`src/rtl/video_timing_pkg.sv`:
```
// Shared types for the video timing generator: axis phase encoding and
// the phase-to-phase sequencing rule used by each axis.
package video_timing_pkg;

  localparam int DEFAULT_W = 10;

  typedef enum logic [1:0] {
    SYNC   = 2'd0,
    BACK   = 2'd1,
    ACTIVE = 2'd2,
    FRONT  = 2'd3
  } phase_e;

  // Zero-length porches are skipped; SYNC and ACTIVE are never skipped.
  function automatic phase_e next_phase(input phase_e cur,
                                        input logic   back_zero,
                                        input logic   front_zero);
    phase_e nxt;
    case (cur)
      SYNC:    nxt = back_zero ? ACTIVE : BACK;
      BACK:    nxt = ACTIVE;
      ACTIVE:  nxt = front_zero ? SYNC : FRONT;
      default: nxt = SYNC;
    endcase
    return nxt;
  endfunction

endpackage

```
`src/rtl/video_timing_gen_axis.sv`:
```
// One timing axis: walks SYNC -> BACK -> ACTIVE -> FRONT, one count per step,
// and flags the final count of the last non-skipped phase.
module timing_axis
  import video_timing_pkg::*;
#(
  parameter int W = DEFAULT_W
) (
  input  logic         clock,
  input  logic         reset,
  input  logic         step_i,
  input  logic [W-1:0] len_sync_i,
  input  logic [W-1:0] len_back_i,
  input  logic [W-1:0] len_active_i,
  input  logic [W-1:0] len_front_i,
  output phase_e       phase_o,
  output logic [W-1:0] count_o,
  output logic         last_o
);

  phase_e       phase_q, phase_d;
  logic [W-1:0] count_q, count_d;
  logic [W-1:0] cur_len;
  logic         cur_last;

  always_comb begin
    cur_len = len_front_i;
    case (phase_q)
      SYNC:    cur_len = (len_sync_i == '0) ? W'(1) : len_sync_i;
      BACK:    cur_len = len_back_i;
      ACTIVE:  cur_len = (len_active_i == '0) ? W'(1) : len_active_i;
      default: cur_len = len_front_i;
    endcase

    // A zero-length porch can only be current if lengths changed under us;
    // treat it as already finished so the axis never stalls.
    cur_last = (cur_len == '0) || (count_q == cur_len - W'(1));
    last_o   = cur_last &&
               ((phase_q == FRONT) || ((phase_q == ACTIVE) && (len_front_i == '0)));

    phase_d = phase_q;
    count_d = count_q;
    if (step_i) begin
      if (cur_last) begin
        phase_d = next_phase(phase_q, len_back_i == '0, len_front_i == '0);
        count_d = '0;
      end else begin
        count_d = count_q + W'(1);
      end
    end
  end

  always_ff @(posedge clock or posedge reset) begin
    if (reset) begin
      phase_q <= SYNC;
      count_q <= '0;
    end else begin
      phase_q <= phase_d;
      count_q <= count_d;
    end
  end

  assign phase_o = phase_q;
  assign count_o = count_q;

endmodule

```
`src/rtl/video_timing_gen.sv`:
```
// Programmable raster timing generator: horizontal and vertical axis
// sequencers, per-frame shadowed configuration, registered outputs + delay.
module video_timing_gen
  import video_timing_pkg::*;
#(
  parameter int W        = DEFAULT_W,
  parameter int DE_DELAY = 0
) (
  input  logic         clock,
  input  logic         reset,
  input  logic         PixelEn,
  input  logic [W-1:0] HSynchPulse,
  input  logic [W-1:0] HBackPorch,
  input  logic [W-1:0] HActiveVideo,
  input  logic [W-1:0] HFrontPorch,
  input  logic [W-1:0] VSynchPulse,
  input  logic [W-1:0] VBackPorch,
  input  logic [W-1:0] VActiveVideo,
  input  logic [W-1:0] VFrontPorch,
  input  logic         HPolarity,
  input  logic         VPolarity,
  output logic         hsync,
  output logic         vsync,
  output logic         active,
  output logic [W-1:0] xposition,
  output logic [W-1:0] yposition,
  output logic         LineEnd,
  output logic         FrameEnd
);

  localparam int CW = 2 * W + 3;

  // load_q is set by reset and clears on the first edge after release, so the
  // axes run from the live inputs until the shadow copy has been taken.
  logic         load_q;
  logic [W-1:0] hs_sh_q, hb_sh_q, ha_sh_q, hf_sh_q;
  logic [W-1:0] vs_sh_q, vb_sh_q, va_sh_q, vf_sh_q;
  logic         hpol_sh_q, vpol_sh_q;

  logic [W-1:0] hs_len, hb_len, ha_len, hf_len;
  logic [W-1:0] vs_len, vb_len, va_len, vf_len;
  logic         hpol_eff, vpol_eff;

  assign hs_len   = load_q ? HSynchPulse  : hs_sh_q;
  assign hb_len   = load_q ? HBackPorch   : hb_sh_q;
  assign ha_len   = load_q ? HActiveVideo : ha_sh_q;
  assign hf_len   = load_q ? HFrontPorch  : hf_sh_q;
  assign vs_len   = load_q ? VSynchPulse  : vs_sh_q;
  assign vb_len   = load_q ? VBackPorch   : vb_sh_q;
  assign va_len   = load_q ? VActiveVideo : va_sh_q;
  assign vf_len   = load_q ? VFrontPorch  : vf_sh_q;
  assign hpol_eff = load_q ? HPolarity    : hpol_sh_q;
  assign vpol_eff = load_q ? VPolarity    : vpol_sh_q;

  phase_e       h_phase, v_phase;
  logic [W-1:0] h_count, v_count;
  logic         h_last, v_last;
  logic         line_end, frame_end;

  assign line_end  = PixelEn & h_last;
  assign frame_end = line_end & v_last;

  timing_axis #(.W(W)) u_haxis (
    .clock        (clock),
    .reset        (reset),
    .step_i       (PixelEn),
    .len_sync_i   (hs_len),
    .len_back_i   (hb_len),
    .len_active_i (ha_len),
    .len_front_i  (hf_len),
    .phase_o      (h_phase),
    .count_o      (h_count),
    .last_o       (h_last)
  );

  timing_axis #(.W(W)) u_vaxis (
    .clock        (clock),
    .reset        (reset),
    .step_i       (line_end),
    .len_sync_i   (vs_len),
    .len_back_i   (vb_len),
    .len_active_i (va_len),
    .len_front_i  (vf_len),
    .phase_o      (v_phase),
    .count_o      (v_count),
    .last_o       (v_last)
  );

  always_ff @(posedge clock) begin
    if (load_q || frame_end) begin
      hs_sh_q   <= HSynchPulse;
      hb_sh_q   <= HBackPorch;
      ha_sh_q   <= HActiveVideo;
      hf_sh_q   <= HFrontPorch;
      vs_sh_q   <= VSynchPulse;
      vb_sh_q   <= VBackPorch;
      va_sh_q   <= VActiveVideo;
      vf_sh_q   <= VFrontPorch;
      hpol_sh_q <= HPolarity;
      vpol_sh_q <= VPolarity;
    end
  end

  // Stage 0 captures the decode of the pixel consumed on each enabled edge.
  logic [W-1:0] x_d, y_d;
  logic [CW-1:0] ctl_d;
  logic          hsf_d, vsf_d;

  logic [CW-1:0] ctl_q [DE_DELAY+1];
  logic          hsf_q [DE_DELAY+1];
  logic          vsf_q [DE_DELAY+1];
  logic          vld_q [DE_DELAY+1];
  logic [1:0]    pol_q [DE_DELAY+1];

  assign x_d = (h_phase == ACTIVE) ? h_count : '0;
  assign y_d = (v_phase == ACTIVE) ? v_count : '0;

  always_comb begin
    ctl_d = {ctl_q[0][CW-1:2], 2'b00};
    hsf_d = hsf_q[0];
    vsf_d = vsf_q[0];
    if (PixelEn) begin
      ctl_d = {(h_phase == ACTIVE) && (v_phase == ACTIVE), x_d, y_d,
               h_last, h_last & v_last};
      hsf_d = (h_phase == SYNC);
      vsf_d = (v_phase == SYNC);
    end
  end

  always_ff @(posedge clock or posedge reset) begin
    if (reset) begin
      load_q <= 1'b1;
      for (int i = 0; i <= DE_DELAY; i++) begin
        ctl_q[i] <= '0;
        hsf_q[i] <= 1'b1;
        vsf_q[i] <= 1'b1;
        vld_q[i] <= 1'b0;
      end
    end else begin
      load_q   <= 1'b0;
      ctl_q[0] <= ctl_d;
      hsf_q[0] <= hsf_d;
      vsf_q[0] <= vsf_d;
      vld_q[0] <= 1'b1;
      for (int i = 1; i <= DE_DELAY; i++) begin
        ctl_q[i] <= ctl_q[i-1];
        hsf_q[i] <= hsf_q[i-1];
        vsf_q[i] <= vsf_q[i-1];
        vld_q[i] <= vld_q[i-1];
      end
    end
  end

  // Polarity rides alongside the sync flags; until a stage is valid the
  // output falls back to the live effective polarity.
  always_ff @(posedge clock) begin
    if (PixelEn || !vld_q[0]) pol_q[0] <= {hpol_eff, vpol_eff};
    for (int i = 1; i <= DE_DELAY; i++) pol_q[i] <= pol_q[i-1];
  end

  logic hpol_o, vpol_o;
  assign hpol_o = vld_q[DE_DELAY] ? pol_q[DE_DELAY][1] : hpol_eff;
  assign vpol_o = vld_q[DE_DELAY] ? pol_q[DE_DELAY][0] : vpol_eff;

  assign hsync     = hsf_q[DE_DELAY] ? hpol_o : ~hpol_o;
  assign vsync     = vsf_q[DE_DELAY] ? vpol_o : ~vpol_o;
  assign active    = ctl_q[DE_DELAY][CW-1];
  assign xposition = ctl_q[DE_DELAY][CW-2 -: W];
  assign yposition = ctl_q[DE_DELAY][W+1 -: W];
  assign LineEnd   = ctl_q[DE_DELAY][1];
  assign FrameEnd  = ctl_q[DE_DELAY][0];

endmodule
```
`config.mk`:
```
export PLATFORM = sky130hd
export DESIGN_NAME = video_timing_gen
export DESIGN_NICKNAME = d
export VERILOG_FILES = /design/src/rtl/video_timing_pkg.sv /design/src/rtl/video_timing_gen_axis.sv /design/src/rtl/video_timing_gen.sv
export SDC_FILE = /design/constraint.sdc
export NUM_CORES = 1
export LEC_CHECK = 0
export CAP_MARGIN = 10
export CORE_MARGIN = 3
export CORE_UTILIZATION = 40
export DETAILED_ROUTE_END_ITERATION = 10
export RECOVER_POWER = 100
export SETUP_SLACK_MARGIN = 0.4
export SLEW_MARGIN = 10
export SYNTH_ARGS = -nofsm -noshare
export SYNTH_HDL_FRONTEND = slang
export SYNTH_SLANG_ARGS = --single-unit
```
`constraint.sdc`:
```
create_clock -name clock -period 12 [get_ports clock]
set_input_delay 2.4 -clock clock [delete_from_list [all_inputs] [get_ports clock]]
set_output_delay 2.4 -clock clock [all_outputs]
set_load 0.02 [all_outputs]
```
Word level (Yosys, flattened, before mapping) --
Memory sizes are Yosys's and may differ from the RTL's. Index checks and enable logic that the tools add are counted.
Storage, ports and cells: input port bits 85, memories 1, RAM bits 2, register bits after elaboration 133
Operators by class: reduce and logical (&&, ||, !) cells 26, bitwise gates (word level) 5, multiplexer cells 33, add/subtract/negate cells 4, equality and inequality tests 8
Memories:
- pol_q | words 1, bits a word 2, rd ports 1, clocked after memory_dff 0, write ports 1, RTL line video_timing_gen.sv:113 | logic [1:0] pol_q [DE_DELAY+1];
Operators by type and width (number):
- $mux W10 | 16
- $logic_not A10 Y1 | 10
- $pmux W10 S3 | 2
- $add A10 B1 Y10 const B | 2
- $eq A10 B10 Y1 | 2
- $sub A10 B1 Y10 const B | 2
- $pmux W2 S3 | 2
- $mux W2 | 5
- $eq A2 B2 Y1 const B | 4
- $mux W1 | 8
- $logic_or A1 B1 Y1 | 6
- $logic_and A1 B1 Y1 | 5
- $eq A2 B1 Y1 const B | 2
- $logic_not A2 Y1 | 2
- $reduce_and A2 Y1 | 2
- $and A1 B1 Y1 | 3
- $not A1 Y1 | 2
- $logic_not A1 Y1 | 1

Depth between registers and ports, before layout --
Gate-level depths: netlist of run 1.
word-level depth 11, depth in mapped cells 18, mapped depth without buffers 14

By module --
A second synthesis of run 1 with hierarchy kept.
Second synthesis, totals: cell total of the unflattened synthesis 588, area, all modules 7335.8 um^2
By module, submodules not included:
- video_timing_gen | sequential area each 3201.8 um^2, area each 4626.9 um^2, cells an instance 288, times used 1
- timing_axis (u_vaxis) | sequential area each 300.3 um^2, area each 1370.1 um^2, cells an instance 152, times used 1
- timing_axis (u_haxis) | sequential area each 300.3 um^2, area each 1338.8 um^2, cells an instance 148, times used 1

Worst setup path after synthesis of run 1 --
No wires, ideal clock.
path kind input to register, start input port HFrontPorch[0], end register ha_sh_q[0], enable pin, data arrival time 8.926 ns, cell stages on the path 12, required time 11.460 ns, path slack 2.534 ns, setup time 0.540 ns, cell sequence mux4_2 -> o32ai_2 -> ha_1 -> nor2b_1 -> a22oi_1 -> xnor2_1 -> o41a_1 -> o31ai_1 -> nor2b_1 -> buf_2 -> nand4_2 -> o21bai_1
Between the ends: word-level cells in the longest chain between the ends 9
Ends and longest elaborated chain:
- start, declared | RTL line video_timing_gen.sv:15 | input logic [W-1:0] HFrontPorch,
- $mux W10 * | RTL line video_timing_gen.sv:47 | assign hf_len = load_q ? HFrontPorch : hf_sh_q;
- $pmux W10 S3 | RTL line video_timing_gen_axis.sv:27 | case (phase_q)
- $sub A10 B1 Y10 | RTL line video_timing_gen_axis.sv:36 | cur_last = (cur_len == '0) || (count_q == cur_len - W'(1));
- $eq A10 B10 Y1 | RTL line video_timing_gen_axis.sv:36
- $logic_or A1 B1 Y1 | RTL line video_timing_gen_axis.sv:36
- $logic_and A1 B1 Y1 * | RTL line video_timing_gen_axis.sv:37 | last_o = cur_last &&
- $and A1 B1 Y1 * | RTL line video_timing_gen.sv:60 | assign line_end = PixelEn & h_last;
- $and A1 B1 Y1 * | RTL line video_timing_gen.sv:61 | assign frame_end = line_end & v_last;
- $logic_or A1 B1 Y1 * | RTL line video_timing_gen.sv:90 | if (load_q || frame_end) begin
- end signal, assigned | RTL line video_timing_gen.sv:93 | ha_sh_q <= HActiveVideo;
- end, declared | RTL line video_timing_gen.sv:36 | logic [W-1:0] hs_sh_q, hb_sh_q, ha_sh_q, hf_sh_q;
Every way passes the cells marked *; elsewhere a longest branch is shown, timed or not. A chain may end at the register's enable or synchronous reset.

Worst setup path after layout of run 1 --
start input port HFrontPorch[0], end register hb_sh_q[8], enable pin
Between the ends: word-level cells in the longest chain between the ends 9
Ends and longest elaborated chain:
- $mux W10 * | RTL line video_timing_gen.sv:47
- $pmux W10 S3 | RTL line video_timing_gen_axis.sv:27
- $sub A10 B1 Y10 | RTL line video_timing_gen_axis.sv:36
- $eq A10 B10 Y1 | RTL line video_timing_gen_axis.sv:36
- $logic_or A1 B1 Y1 | RTL line video_timing_gen_axis.sv:36
- $logic_and A1 B1 Y1 * | RTL line video_timing_gen_axis.sv:37
- $and A1 B1 Y1 * | RTL line video_timing_gen.sv:60
- $and A1 B1 Y1 * | RTL line video_timing_gen.sv:61
- $logic_or A1 B1 Y1 * | RTL line video_timing_gen.sv:90
- end signal, assigned | RTL line video_timing_gen.sv:92 | hb_sh_q <= HBackPorch;
- end, declared | RTL line video_timing_gen.sv:36
Marked as above.

==> results of run 1 <==
==> power groups by stage <==
stage,registers (mW),logic [mW],clock network (mW)
after floorplan,0.577,0.176,0
after global placement,0.588,0.260,0
after detailed placement,0.590,0.265,0
after CTS,0.581,0.266,0.527
after global routing,0.588,0.280,0.548
final,0.581,0.255,0.520
==> cells in the final DEF (no fill, tap or decap), drive strengths merged, types with 4 or more instances in the layout <==
master and count:
a211oi 4, a21o 4, a21oi 11, a22o 12
a2bb2oi 9, a31oi 4, and2 4, and3 6
clkbuf 24, clkinv 6, dfrtp 48, dlygate4sd3 109
edfxtp 84, ha 6, inv 12, mux2 17
mux2i 26, mux4 33, nand2 39, nand2b 4
nand3 25, nand4 15, nand4b 4, nor2 28
nor2b 9, nor3 16, nor4 27, nor4b 7
o21ai 17, o2bb2ai 13, o31ai 10, or4 4
xnor2 17, xor2 11
==> state kept, by name, summed over array words and instances (netlist names) <==
name	flops
ctl_q	23
ha_sh_q	10
hb_sh_q	10
hf_sh_q	10
hs_sh_q	10
u_haxis.count_o	10
u_vaxis.count_o	10
va_sh_q	10
vb_sh_q	10
vf_sh_q	10
vs_sh_q	10
pol_q	2
u_haxis.phase_o	2
u_vaxis.phase_o	2
hpol_sh_q	1
hsf_q	1
load_q	1
vld_q	1
vpol_sh_q	1
vsf_q	1
==> final timing paths <==
check	start	endpoint	slack [ps]	cells past startpoint
worst max-delay path	HFrontPorch[0]	hb_sh_q[8]	3410	14
worst min-delay path	ctl_q[11]	ctl_q[11]	480	1
worst max register to register	load_q	hb_sh_q[8]	4810	16
worst min register to register	ctl_q[11]	ctl_q[11]	480	1
max in group asynchronous	reset	u_haxis.count_o[3]	7800	2
min in group asynchronous	reset	ctl_q[16]	3060	2
==> layer usage <==
layer | global-route usage | share of wire
met5 | 0 | 0
met1 | 0.283 | 0.47
met4 | 0.0585 | 0.014
met2 | 0.282 | 0.45
met3 | 0.0432 | 0.061
==> cells by family (layout without fill, tap and decap cells) <==
group           Yosys count  count (layout)  share of synthesized area
compound gates          104             104                      0.109
xor+xnor                 28              28                     0.0327
fa+ha+maj                 6               6                     0.0100
buf+inv                  44             156                     0.0299
flops                   135             135                      0.507
mux                      76              76                      0.162
other cells               2               2                    0.00100
simple gates            198             198                      0.148
==> cell type report <==
type	instances	area, um2
multi-input combinational	414	3440
fill	1596	8920
timing repair buffer	114	1120
sequential	135	3810
tap	229	287
clock buffer	22	505
inverter	10	37.5
clock inverter	10	88.8
==> flow_metrics.env, run 1 <==
export IMPL_dpl_cell_area_um2=8740
export IMPL_dpl_hpwl_um=14100
export IMPL_clock_sinks=135
export IMPL_outcome="complete, but fails checks"
export IMPL_cts_root_buf="clkbuf_16"
export IMPL_endpoint_kind="flip-flop"
export IMPL_syn_area_um2=7490
export IMPL_htree_levels=4
export IMPL_pwr_share_seq=0.428
export IMPL_ys_seq_elements=135
export IMPL_synth_area_per_cell_um2=12.6
export IMPL_cp_top_family="compound AO/OA/AOI/OAI gates"
export IMPL_cts_resized=0
export IMPL_finalHoldViolCount=0
export IMPL_routed_wl_um=19000
export IMPL_syn_nets=684
export IMPL_finalNetCount=783
export IMPL_design_area_um2=9290
export IMPL_clock_fmax_mhz=116
export IMPL_post_cts_repair_setup_buffers=0
export IMPL_cp_arrival_ps=8640
export IMPL_final_max_slew_violation_count=52
export IMPL_ys_warn_count=0
export IMPL_finalSetupViolations=0
export IMPL_vdd_drop_max_mv=0.111
export IMPL_netlist_instances=593
export IMPL_crit_buf_inv=3
export IMPL_violations="capacitance limit, slew limit"
export IMPL_cp_start_kind="input port"
export IMPL_syn_to_final_growth_pct=24.0
export IMPL_max_slew_margin_rel=-0.307
export IMPL_die_h_um=143
export IMPL_holdWs_ps=479
export IMPL_cpPeakStageDelay_ps=950
export IMPL_worstPathCellList="dlygate4sd3_1 -> mux4_2 -> o32ai_1 -> ha_1 -> nor2b_1 -> a22oi_1 -> xnor2_1 -> o41a_1 -> o31ai_1 -> nor2b_1 -> clkbuf_1 -> nand4_1 -> o21bai_4 -> buf_4"
export IMPL_tns_ps=0
export IMPL_seq_area_frac_synth=0.507
export IMPL_routedWlPerCell_um=20.3
export IMPL_portBuffers=109
export IMPL_crit_path_frequent_cell="nor2b_1"
export IMPL_yosysMostFrequentCell="edfxtp_1"
export IMPL_fin_ws_ps=3410
export IMPL_worstMarginPinSlew_ps=1960
export IMPL_crit_slowest_cell="o21bai_4"
export IMPL_ioPinCount=110
export IMPL_clockPowerShare=0.383
export IMPL_synth_flop_cell="edfxtp_1"
export IMPL_synth_edf_count=84
export IMPL_period_share=0.716
export IMPL_criticalPathCategory="input port to flip-flop"
export IMPL_grt_overflow=0
export IMPL_synthTopCellsByCount="edfxtp_1, dfrtp_1, nand2_1"
export IMPL_antenna_found_initial=0
export IMPL_num_vias=5564
export IMPL_synth_top_area_share=0.337
export IMPL_start_util=0.412
export IMPL_synth_area_leader_cell="edfxtp_1"
export IMPL_grt_pass1_vias=5498
export IMPL_pwr_share_comb=0.188
export IMPL_hp_class="flip-flop to flip-flop"
export IMPL_cts_tree="done"
export IMPL_layout_drive_gt1_share=0.146
export IMPL_fin_cells=934
export IMPL_grt_max_degree=52
export IMPL_drc=0
export IMPL_clock_latency_ps=420
export IMPL_antenna_cells=0
export IMPL_drt_pass1_iterations=5
export IMPL_place_inst=902
export IMPL_yosys_top_cells_area="edfxtp_1, dfrtp_1, mux4_2"
export IMPL_die_area_um2=20400
export IMPL_grt_first_pass_wirelength_um=30400
export IMPL_postCtsHoldBufs=0
export IMPL_grt_setup_unrepaired="no"
export IMPL_async_reset_ff_frac=0.378
export IMPL_cp_required_ps=12060
export IMPL_first_iter_violations=494
export IMPL_cts_buffers=17
export IMPL_min_period_ps=8590
export IMPL_fin_util=0.510
export IMPL_via_per_inst=5.96
export IMPL_switchingPower_mw=0.377
export IMPL_core_area_um2=18200
export IMPL_die_w_um=143
export IMPL_gp_congestion=0.877
export IMPL_finalPower_mw=1.36
export IMPL_internal_power_mw=0.979
export IMPL_groute_usage_overall=0.191
export IMPL_switching_share=0.278
export IMPL_ant_nets=0
export IMPL_path_clk_slew_ps=60
export IMPL_place_ws_ps=3820
export IMPL_power_density_nw_per_um2=146
export IMPL_rows=49
export IMPL_ctsLongestPathBuffers=2
export IMPL_fin_skew_ps=8.95
export IMPL_cp_max_fo=51
export IMPL_maxCapViolations=1
export IMPL_ys_types=75
export IMPL_p_leak_nw=3.42
Note: power is estimated with default switching activity, not from simulation.
==> run 2: changes to the inputs <==
==> constraint.sdc (replaced) <==
create_clock -name clock -period 8.7 [get_ports clock]
set_input_delay 1.74 -clock clock [delete_from_list [all_inputs] [get_ports clock]]
set_output_delay 1.74 -clock clock [all_outputs]
set_load 0.02 [all_outputs]
==> run 2 against run 1 <==
Effect of this change: the flow still finishes with violations (capacitance limit, slew limit); clock-buffer cell count down 3; critical path depth down 1; combinational power up 41%; sequential power up 37%.
==> flow_metrics.env, run 2 (same netlist as run 1, synthesis figures left out) <==
export IMPL_cts_root_buf="clkbuf_16"
export IMPL_routed_wl_um=18700
export IMPL_htree_levels=4
export IMPL_start_util=0.412
export IMPL_antenna_cells=0
export IMPL_cp_max_fo=74
export IMPL_period_share=0.808
export IMPL_switching_share=0.279
export IMPL_hold_path_depth=1
export IMPL_die_h_um=143
export IMPL_min_to="ctl_q[6]"
export IMPL_die_w_um=143
export IMPL_grt_max_degree=75
export IMPL_r2r_setup_slack_ps=2520
export IMPL_maxCapViolations=1
export IMPL_syn_to_final_growth_pct=23.8
export IMPL_first_iter_violations=340
export IMPL_dpl_hpwl_um=14100
export IMPL_drt_pass1_iterations=5
export IMPL_rr_endpoint="ha_sh_q[4]"
export IMPL_tns_ps=0
export IMPL_pwr_share_comb=0.195
export IMPL_path_clk_slew_ps=60
export IMPL_design_area_um2=9270
export IMPL_cp_required_ps=8770
export IMPL_clock_fmax_mhz=142
export IMPL_worstMarginPinSlew_ps=1970
export IMPL_post_cts_repair_setup_buffers=0
export IMPL_internal_power_mw=1.33
export IMPL_clock_sinks=135
export IMPL_grt_setup_unrepaired="no"
export IMPL_ant_nets=0
export IMPL_holdCritStartpoint="ctl_q[6]"
export IMPL_ff2ff_path_depth=12
export IMPL_cp_start_kind="input port"
export IMPL_finalHoldViolCount=0
export IMPL_clockPowerShare=0.374
export IMPL_vdd_drop_max_mv=0.152
export IMPL_ioPinCount=110
export IMPL_antenna_found_initial=0
export IMPL_rows=49
export IMPL_max_slew_margin_rel=-0.311
export IMPL_endpoint_kind="flip-flop"
export IMPL_power_density_nw_per_um2=199
export IMPL_num_vias=5532
export IMPL_top_register="ctl_q"
export IMPL_postCtsHoldBufs=0
export IMPL_via_per_inst=5.91
export IMPL_drc=0
export IMPL_criticalPathCategory="input port to flip-flop"
export IMPL_portBuffers=109
export IMPL_grt_overflow=0
export IMPL_pwr_share_seq=0.431
export IMPL_violations="capacitance limit, slew limit"
export IMPL_grt_pass1_vias=5442
export IMPL_switchingPower_mw=0.514
export IMPL_place_ws_ps=2080
export IMPL_min_period_ps=7030
export IMPL_largest_reg_flops=23
export IMPL_finalSetupViolations=0
export IMPL_dpl_cell_area_um2=8760
export IMPL_finalNetCount=785
export IMPL_grt_first_pass_wirelength_um=29700
export IMPL_hp_class="flip-flop to flip-flop"
export IMPL_cp_arrival_ps=7100
export IMPL_startpoint="HFrontPorch[0]"
export IMPL_p_leak_nw=3.40
export IMPL_outcome="complete, but fails checks"
export IMPL_cts_resized=0
export IMPL_die_area_um2=20400
export IMPL_routedWlPerCell_um=20.0
export IMPL_fillers=1578
export IMPL_final_common_cell="dlygate4sd3_1"
export IMPL_final_max_slew_violation_count=38
export IMPL_clock_latency_ps=420
export IMPL_gp_congestion=0.875
export IMPL_core_area_um2=18200
export IMPL_ctsLongestPathBuffers=2
export IMPL_groute_usage_overall=0.188
export IMPL_fin_skew_ps=8.64
export IMPL_r2r_start="load_q"
export IMPL_layout_drive_gt1_share=0.140
export IMPL_cts_tree="done"
export IMPL_cts_buffers=17
export IMPL_fin_ws_ps=1670
export IMPL_layout_common_cells="dlygate4sd3_1, edfxtp_1, dfrtp_1"
-- run 2: cell types whose count changed in the layout (fill, tap and decap cells not counted), sizes merged --
cell      before  now
bufinv         1    2
clkinv         6    9
clkinvlp       1    3
clkbuf        24   22
inv           12    9
buf            3    4
-- run 2: stage by stage --
step | total power, mW | instances | hold WS (ps) | utilization
floorplan | 1.04 | 593 | 515 | -
global placement | 1.17 | 903 | 466 | 0.481
detailed placement | 1.18 | 903 | 473 | 0.481
CTS | 1.87 | 935 | 490 | 0.512
global route | 1.93 | 936 | 494 | 0.509
finish | 1.84 | 936 | 480 | 0.509
-- run 2: power groups by stage --
stage	Sequential, mW	Combinational, mW	Clock (mW)
after global placement	0.805	0.367	0
after floorplan	0.795	0.242	0
after detailed placement	0.808	0.372	0
after global routing	0.805	0.394	0.734
after CTS	0.796	0.374	0.703
final	0.795	0.359	0.689
-- run 2: worst max-delay path by stage --
| stage | endpoint | slack [ps] |
|---|---|---|
| after global placement | ha_sh_q[8] | 2290 |
| after CTS | ha_sh_q[1] | 2520 |
| after detailed placement | ha_sh_q[2] | 2080 |
| after global routing | ha_sh_q[4] | 1320 |
| after floorplan | ha_sh_q[0] | 1630 |
| final | ha_sh_q[4] | 1670 |
-- run 2: critical path: stages --
cell and delay [ps]:
dlygate4sd3_1 590, mux4_2 490, o32ai_1 1000, ha_1 410, nor2b_1 160, a22oi_1 110, xnor2_1 150, o41a_1 380
o31ai_1 250, nor2b_1 210, nand4_1 220, o21bai_1 920, buf_12 430
-- run 2: final cells by class --
type / count / area, um2 / share of cell area
Clock buffer: 19 / 433 / 0.0467
Clock inverter: 13 / 133 / 0.0143
Inverter: 10 / 37.5 / 0.00405
Multi-Input combinational cell: 414 / 3430 / 0.370
Sequential cell: 135 / 3810 / 0.410
Tap cell: 229 / 287 / 0.0309
Timing Repair Buffer: 116 / 1140 / 0.123
-- run 2: per-layer routing --
metal / vias up / GRT usage / share of wire
met5: - / 0 / 0
met4: 0 / 0.0590 / 0.015
met3: 19 / 0.0419 / 0.056
met2: 201 / 0.276 / 0.45
met1: 2750 / 0.278 / 0.48
li1: 2562 / - / -
==> run 3: changes to the inputs <==
==> constraint.sdc (replaced) <==
create_clock -name clock -period 6.3 [get_ports clock]
set_input_delay 1.26 -clock clock [delete_from_list [all_inputs] [get_ports clock]]
set_output_delay 1.26 -clock clock [all_outputs]
set_load 0.02 [all_outputs]
==> run 3 against run 2 <==
Effect of this change: via count is 0.42% higher; non-clock buffer count is 1 higher; the run still ends with capacitance limit, slew limit left; sequential power is 41% higher; first-iteration DRC count is 34% higher; cell count is 0.21% higher; critical path depth is 2 higher.
==> flow_metrics.env, run 3 (same netlist as run 1, synthesis figures left out) <==
export IMPL_outcome="complete, but fails checks"
export IMPL_violations="capacitance limit, slew limit"
export IMPL_die_h_um=143
export IMPL_groute_usage_overall=0.192
export IMPL_grt_max_degree=52
export IMPL_finalPower_mw=2.66
export IMPL_cts_resized=0
export IMPL_final_common_cell="dlygate4sd3_1"
export IMPL_drc=0
export IMPL_fin_skew_ps=8.64
export IMPL_portBuffers=109
export IMPL_wl_met2_um=8680
export IMPL_cp_max_fo=37
export IMPL_crit_path_frequent_cell="nor2b_1"
export IMPL_wl_met3_um=1120
export IMPL_post_cts_repair_setup_buffers=0
export IMPL_gp_congestion=0.895
export IMPL_crit_buf_inv=2
export IMPL_finalHoldViolCount=0
export IMPL_place_ws_ps=297
export IMPL_rows=49
export IMPL_endpoint_kind="flip-flop"
export IMPL_worstMarginPinSlew_ps=2120
export IMPL_finalNetCount=786
export IMPL_ioPinCount=110
export IMPL_antenna_found_initial=1
export IMPL_core_area_um2=18200
export IMPL_num_vias=5555
export IMPL_layout_common_cells="dlygate4sd3_1, edfxtp_1, dfrtp_1"
export IMPL_grt_first_pass_wirelength_um=30500
export IMPL_cp_required_ps=6410
export IMPL_cpPeakStageDelay_ps=580
export IMPL_htree_levels=4
export IMPL_fin_util=0.516
export IMPL_ant_nets=0
export IMPL_max_slew_margin_rel=-0.411
export IMPL_via_per_inst=5.92
export IMPL_cp_start_kind="input port"
export IMPL_power_density_nw_per_um2=284
export IMPL_criticalPathCategory="input port to flip-flop"
export IMPL_clock_fmax_mhz=173
export IMPL_cts_buffers=17
export IMPL_ctsLongestPathBuffers=2
export IMPL_wl_met1_um=8980
export IMPL_grt_setup_unrepaired="no"
export IMPL_cts_tree="done"
export IMPL_layout_drive_gt1_share=0.148
export IMPL_tns_ps=0
export IMPL_drt_pass1_iterations=5
export IMPL_vdd_drop_max_mv=0.201
export IMPL_p_leak_nw=3.48
export IMPL_hp_class="flip-flop to flip-flop"
export IMPL_top_register="ctl_q"
export IMPL_start_util=0.412
export IMPL_period_share=0.920
export IMPL_die_w_um=143
export IMPL_routed_wl_um=19000
export IMPL_cts_root_buf="clkbuf_16"
export IMPL_cp_arrival_ps=5910
export IMPL_syn_to_final_growth_pct=25.3
export IMPL_final_max_slew_violation_count=41
export IMPL_cp_top_family="compound AO/OA/AOI/OAI gates"
export IMPL_finalSetupViolations=0
export IMPL_die_area_um2=20400
export IMPL_fin_ws_ps=506
export IMPL_min_period_ps=5790
export IMPL_largest_reg_flops=23
export IMPL_crit_slowest_cell="dlygate4sd3_1"
export IMPL_grt_overflow=0
export IMPL_routedWlPerCell_um=20.2
export IMPL_path_clk_slew_ps=60
export IMPL_dpl_hpwl_um=14100
export IMPL_clock_sinks=135
export IMPL_first_iter_violations=455
export IMPL_worstPathCellList="dlygate4sd3_1 -> nor4_1 -> nand4_1 -> o22ai_1 -> o32ai_2 -> ha_1 -> nor2b_1 -> a22oi_1 -> xnor2_1 -> o41a_1 -> o31ai_1 -> nor2b_1 -> nand4_2 -> o21bai_4 -> buf_12"
export IMPL_highest_layer="met4"
export IMPL_grt_pass1_vias=5534
export IMPL_clock_latency_ps=430
export IMPL_maxCapViolations=1
export IMPL_postCtsHoldBufs=0
## run 3: cell types whose count changed in the layout (fill, tap and decap cells not counted), moves of 2 or more
cell | previous run | this run
inv_6 | 0 | 2
bufinv_16 | 2 | 4
clkbuf_1 | 5 | 3
clkinv_2 | 4 | 2
## run 3: per-layer routing
layer | track usage | vias up
met3 | 0.0445 | 17
met4 | 0.0510 | 0
li1 | - | 2573
met5 | 0 | -
met2 | 0.288 | 184
met1 | 0.283 | 2781
## run 3: worst paths after layout
check	from	slack, ps	endpoint	depth (start not counted)
worst max-delay path	HSynchPulse[2]	510	vb_sh_q[6]	15
worst min-delay path	ctl_q[11]	480	ctl_q[11]	1
worst max register to register	load_q	940	vb_sh_q[6]	12
worst min register to register	ctl_q[11]	480	ctl_q[11]	1
max in group asynchronous	reset	2700	u_vaxis.phase_o[1]	3
min in group asynchronous	reset	1270	ctl_q[18]	2
## run 3: report_power, final
group / leakage, nW / total [mW] / switching (mW) / internal, mW
clock network: 0.297 / 1.06 / 0.399 / 0.663
logic: 1.69 / 0.482 / 0.242 / 0.240
registers: 1.49 / 1.12 / 0.0989 / 1.02
total: 3.48 / 2.66 / 0.740 / 1.92
## run 3: area by class of cell
| class | instances | area (um2) |
|---|---|---|
| clock inverters | 15 | 200 |
| multi-input cells | 414 | 3470 |
| diodes | 1 | 2.50 |
| clock buffers | 17 | 425 |
| flip-flops and latches | 135 | 3810 |
| well taps | 229 | 287 |
| fillers | 1564 | 8820 |
| repair buffers | 117 | 1160 |
| inverters | 10 | 37.5 |
## run 3: through the flow
stage	hold slack [ps]	std cells	cell area [um2]
floorplan	515	593	7500
global placement	468	904	8780
detailed placement	471	904	8780
CTS	484	936	9400
global route	496	938	9390
finish	479	938	9390
